File: src/rtl/down_counter8_clr_if.sv
`default_nettype none
// ============================================================================
//  Module   : down_counter8_clr_if
//  Purpose  : Control and status bundle of the loadable down-counter/timer.
//             The master drives load/start_stop/data and observes the count
//             and status flags. The slave is the counter itself.
//  Revision : 1.0 - initial release
// ============================================================================
interface down_counter8_clr_if #(
  parameter int W = 8
);
  logic         load;
  logic         start_stop;
  logic [W-1:0] data;
  logic [W-1:0] count;
  logic         zero;
  logic         running;
  logic         done;

  modport master (
    output load, start_stop, data,
    input  count, zero, running, done
  );

  modport slave (
    input  load, start_stop, data,
    output count, zero, running, done
  );
endinterface
`default_nettype wire

File: src/rtl/down_counter8_clr.sv
`default_nettype none
// ============================================================================
//  Module   : down_counter8_clr
//  Purpose  : Loadable down-counter/timer built from cascaded 4-bit nibble
//             stages. It counts from a loaded value to zero, then stops and
//             flags expiry with a single-cycle done pulse.
//  Options  : DOWN_COUNTER8_CLR_AUTO_RELOAD_EN - when defined, the last
//             loaded value is reloaded one cycle after each expiry, which
//             gives a periodic done. When undefined, expiry holds at zero.
//  Revision : 1.0 - initial release
// ============================================================================
module down_counter8_clr #(
  parameter int NIBBLES = 2
) (
  input  wire logic          clock,
  input  wire logic          clear,
  down_counter8_clr_if.slave bus
);

  localparam int W = 4 * NIBBLES;

  localparam logic [W-1:0] c_zero = '0;
  localparam logic [W-1:0] c_one  = W'(1);

  typedef enum logic [1:0] {
    IDLE = 2'd0,
    RUN  = 2'd1,
    HOLD = 2'd2,
    DONE = 2'd3
  } state_t;

  state_t       r_state;
  state_t       w_state_nxt;
  state_t       w_expire_state;
  logic [W-1:0] r_count;
  logic [W-1:0] w_count_nxt;
  logic [W-1:0] w_dec;
  logic         r_done;
  logic         w_done_nxt;
  logic         w_cnt_zero;
  logic         w_cnt_one;

  // w_borrow[k] is high when every nibble below k is zero. Nibble k only
  // steps down in that case, and the lower nibbles wrap 0 -> F at the same time.
  logic [NIBBLES-1:0] w_borrow;

  genvar k;
  generate
    for (k = 0; k < NIBBLES; k = k + 1) begin : g_nib
      if (k == 0) begin : g_lsn
        assign w_borrow[k] = 1'b1;
      end else begin : g_upper
        assign w_borrow[k] = w_borrow[k-1] & (r_count[4*(k-1) +: 4] == 4'h0);
      end
      assign w_dec[4*k +: 4] = w_borrow[k] ? (r_count[4*k +: 4] - 4'h1)
                                           : r_count[4*k +: 4];
    end
  endgenerate

  assign w_cnt_zero = (r_count == c_zero);
  assign w_cnt_one  = (r_count == c_one);

`ifdef DOWN_COUNTER8_CLR_AUTO_RELOAD_EN
  logic [W-1:0] r_reload;

  // The reload register follows every load. A reload value of zero can never
  // be counted, so in that case expiry parks in DONE as in the plain build.
  always_ff @(posedge clock or posedge clear) begin
    if (clear) begin
      r_reload <= '0;
    end else if (bus.load) begin
      r_reload <= bus.data;
    end
  end

  assign w_expire_state = (r_reload != c_zero) ? RUN : DONE;
`else
  assign w_expire_state = DONE;
`endif

  // State, count and done registers. Clear returns all of them to the idle
  // values at once, without waiting for a clock edge.
  always_ff @(posedge clock or posedge clear) begin
    if (clear) begin
      r_state <= IDLE;
      r_count <= '0;
      r_done  <= 1'b0;
    end else begin
      r_state <= w_state_nxt;
      r_count <= w_count_nxt;
      r_done  <= w_done_nxt;
    end
  end

  // Next state and next count. Load takes priority over decrement in every
  // state, and it also cancels a pending done pulse.
  always_comb begin
    w_state_nxt = r_state;
    w_count_nxt = r_count;
    w_done_nxt  = 1'b0;

    if (bus.load) begin
      w_count_nxt = bus.data;
      if (bus.data == c_zero) begin
        w_state_nxt = IDLE;
      end else if (bus.start_stop) begin
        w_state_nxt = RUN;
      end else begin
        w_state_nxt = HOLD;
      end
    end else begin
      case (r_state)
        IDLE: begin
          w_count_nxt = '0;
        end

        RUN: begin
          if (w_cnt_zero) begin
            // A zero count in RUN is the cycle after an auto-reload expiry.
`ifdef DOWN_COUNTER8_CLR_AUTO_RELOAD_EN
            w_count_nxt = r_reload;
            w_state_nxt = bus.start_stop ? RUN : HOLD;
`else
            w_state_nxt = DONE;
`endif
          end else if (!bus.start_stop) begin
            w_state_nxt = HOLD;
          end else begin
            w_count_nxt = w_dec;
            if (w_cnt_one) begin
              w_done_nxt  = 1'b1;
              w_state_nxt = w_expire_state;
            end
          end
        end

        HOLD: begin
          // Re-arming only changes state. The first decrement comes one edge later.
          if (bus.start_stop) begin
            w_state_nxt = RUN;
          end
        end

        DONE: begin
          w_count_nxt = '0;
        end

        default: begin
          w_state_nxt = IDLE;
          w_count_nxt = '0;
        end
      endcase
    end
  end

  assign bus.count   = r_count;
  assign bus.zero    = w_cnt_zero;
  assign bus.running = (r_state == RUN);
  assign bus.done    = r_done;

endmodule
`default_nettype wire

File: src/flat_wrapper.sv
// flat-port wrapper written by rule: the top's interface ports become plain ports
module down_counter8_clr_flat 
#(
  parameter int NIBBLES = 2
)
  (clock, clear, bus_load, bus_start_stop, bus_data, bus_count, bus_zero, bus_running, bus_done);
  down_counter8_clr_if #(.W(8)) bus_i ();
  input  wire logic clock;
  input  wire logic clear;
  input wire logic [$bits(bus_i.load)-1:0] bus_load;
  input wire logic [$bits(bus_i.start_stop)-1:0] bus_start_stop;
  input wire logic [$bits(bus_i.data)-1:0] bus_data;
  output wire logic [$bits(bus_i.count)-1:0] bus_count;
  output wire logic [$bits(bus_i.zero)-1:0] bus_zero;
  output wire logic [$bits(bus_i.running)-1:0] bus_running;
  output wire logic [$bits(bus_i.done)-1:0] bus_done;
  assign bus_i.load = bus_load;
  assign bus_i.start_stop = bus_start_stop;
  assign bus_i.data = bus_data;
  assign bus_count = bus_i.count;
  assign bus_zero = bus_i.zero;
  assign bus_running = bus_i.running;
  assign bus_done = bus_i.done;
  down_counter8_clr #(.NIBBLES(NIBBLES)) u_core (.clock(clock), .clear(clear), .bus(bus_i));
endmodule
File: config.mk
export PLATFORM = sky130hd
export DESIGN_NAME = down_counter8_clr_flat
export DESIGN_NICKNAME = d
export VERILOG_FILES = /design/src/rtl/down_counter8_clr_if.sv /design/src/rtl/down_counter8_clr.sv /design/src/flat_wrapper.sv
export SDC_FILE = /design/constraint.sdc
export NUM_CORES = 1
export LEC_CHECK = 0
export BUFFER_PORTS_ARGS = -buffer_cell sky130_fd_sc_hd__buf_2
export CORE_UTILIZATION = 25
export DETAILED_ROUTE_END_ITERATION = 8
export PLACE_DENSITY = 0.53
export SETUP_SLACK_MARGIN = 0.02
export SLEW_MARGIN = 40
export SYNTH_ARGS = -nofsm -noshare
export SYNTH_HDL_FRONTEND = slang
export SYNTH_SLANG_ARGS = --single-unit
File: constraint.sdc
create_clock -name clock -period 3 [get_ports clock]
set_input_delay 0.45 -clock clock [delete_from_list [all_inputs] [get_ports clock]]
set_output_delay 0.45 -clock clock [all_outputs]
set_load 0.005 [all_outputs]
==> impl_metrics.tcl <==
set metrics [dict create \
    numPortBuffers 22 \
    synth_area_um2 803 \
    cap_violations 0 \
    core_um2 3050 \
    worst_pin_slew_ns 0.631 \
    cts_tree "built" \
    synthArstFlopShare_pct 100 \
    postCtsSetupRepairBufs 0 \
    dp_hpwl_um 1550 \
    fin_skew_ns 0.00440 \
    reg2reg_depth 6 \
    grt_pass1_vias 722 \
    ff2ff_setup_slack_ns 0.96 \
    r2r_start "u_core.bus.count[0]" \
    synth_most_common_cell "dfrtp_1" \
    insertion_delay_ns 0.26 \
    synth-adder-area-share_pct 10.9 \
    wl_um 1920 \
    cts_hold_buf 0 \
    cts_sinks 11 \
    viasPerCell 4.67 \
    gp_congestion 0.832 \
    synth_compound_area_share_pct 22.3 \
    end_kind "output pin" \
    crit_fanout 4 \
    drtPass1Iterations 4 \
    yosys_warnings 0 \
    required_ns 2.55 \
    fmax_mhz 466 \
    syn_inst 88 \
    die_y_um 58.7 \
    track_usage_pct 12.7 \
    synth_top_area_share_pct 34.3 \
    hold_viol 0 \
    hold_class "input pin to async pin" \
    antenna_found_initial 0 \
    p_total_w 0.000809 \
    ant_nets 0 \
    cts_resized 0 \
    antenna_cells 0 \
    synth_commonest_cells "11 x dfrtp_1, 10 x inv_1, 9 x nor2_1" \
    seq_area_frac_synth_pct 34.3 \
    critical_path_class "flop to output pin" \
    cts-buffers-inserted 3 \
    avgSynthCellArea_um2 9.13 \
    timing.rr.end "u_core.bus.count[6]" \
    routedWlPerCell_um 12.2 \
    pwr_density_cell_nw_per_um2 816 \
    synth_top_area_cell "dfrtp_1" \
    synth_top_family_by_area "compound AO/OA/AOI/OAI gates" \
    worstSetupStartpointType "flop" \
    ys_types 32 \
    arrival_ns 1.70 \
    grt_pass1_wl_um 3280 \
    setup-tns-final_ns 0 \
    synth-simple-area-share_pct 21.2 \
    io_pins 23 \
    syn2layout_area_growth_pct 23.4 \
    slew_headroom_pct 57.8 \
    clockBufferDepth 2 \
    vias 733 \
    drcViolationCount 0 \
    grt_max_degree 16 \
    synth_fp_nets 107 \
    leakage_nw 0.482 \
    fp-row-count 20 \
    cp-startpoint "u_core.bus.count[4]" \
    htree_levels 1 \
    clkTransAtPathRegs_ns 0.07 \
    period_needed_ns 2.15 \
    grt_setup_unrepaired "no" \
    maxSlewViolCount 0 \
    overflow 0 \
    period_share_pct 71.5 \
    clock-root-buffer "clkbuf_4" \
    drive_above_1_share_pct 28.3 \
    synth-edff-count 0 \
    fp.dieW_um 58.7 \
    dieArea_um2 3440 \
    synth_seq_cells 11 \
    muxShareOfSynthArea_pct 6.23 \
    synth_flop_cell "dfrtp_1" \
    ir_worst_vdd_mv 0.231 \
    synth-xor-area-share_pct 0 \
    nNetsFinal 133 \
    start_util_pct 26.3 \
    drtIter0Drc 25 \
    status "finished clean" \
    synthTopCellsByArea "dfrtp_1 34%, ha_1 11%, mux2i_1 6.2%" \
    setup_viol 0 \
]
[metrics by stage]
step	instance area, um2	hold WS [ns]	setup WS [ns]	instances	utilization [%]
after floorplan	803	0.302	1.05	88	-
after CTS	991	0.188	0.842	157	32.5
after global routing	991	0.217	0.736	157	32.5
after detailed placement	965	0.481	0.962	153	31.6
final	991	0.173	0.854	157	32.5
after global placement	965	0.479	1.01	153	31.6
[cell usage in the layout, fill, tap and decap left out, drive strengths merged]
master,n
nor3b,1
dfrtp,11
and2,1
or3b,2
a21oi,7
nand4,1
a22oi,3
nand2,3
or4,1
nor2,9
o21bai,1
nor4,3
a21o,1
buf,22
or2,2
o21a,1
o2bb2ai,1
nor3,3
inv,10
clkbuf,4
o311ai,1
nand3,3
a31oi,1
a221o,1
and3b,1
o21ai,3
mux2i,5
ha,7
nand2b,1
a32o,2
a32oi,1
[where the power goes]
group	internal (W)	switching, W	leakage (nW)
clock network	0.0000514	0.0000485	0.0150
registers	0.000203	0.0000530	0.134
logic	0.000203	0.000250	0.333
[worst max-delay path by stage]
stage,to,slack [ns],depth (start not counted)
global route,bus_zero,0.74,5
global placement,u_core.bus.count[6],1.01,6
CTS,bus_zero,0.84,5
floorplan,u_core.bus.count[6],1.05,6
detailed placement,u_core.bus.count[6],0.96,6
finish,bus_zero,0.85,5
[layer usage]
| layer | up-vias | wire [um] | track usage [%] |
|---|---|---|---|
| met5 | - | 0 | 0 |
| met4 | 0 | 19 | 4.08 |
| met3 | 2 | 88 | 3.52 |
| met2 | 23 | 917 | 20.5 |
| met1 | 336 | 889 | 16.6 |
| li1 | 372 | - | - |
[state kept, by name (all words and copies together) (netlist names)]
signal,flops
u_core.bus.count,8
u_core.r_state,2
u_core.bus.done,1
[kinds of logic (layout without fill, tap and decap cells)]
logic type | Yosys count | count (layout)
buf+inv | 11 | 36
flops | 11 | 11
simple gates | 31 | 31
fa+ha+maj | 7 | 7
mux | 5 | 5
compound gates | 23 | 23
[area by class of cell]
type / instances / area, um2
Clock buffer: 4 / 26.3
Inverter: 10 / 37.5
Timing Repair Buffer: 22 / 110
Fill cell: 349 / 2060
Sequential cell: 11 / 275
Tap cell: 44 / 55.1
Multi-Input combinational cell: 66 / 487
[worst max-delay path: stages, from the launching register on]
cell and delay (ns):
dfrtp_1 0.41, inv_1 0.11, ha_1 0.18, or3b_2 0.48, nor2_1 0.13, buf_2 0.13
No activity file was read; power rests on OpenSTA's default activity.
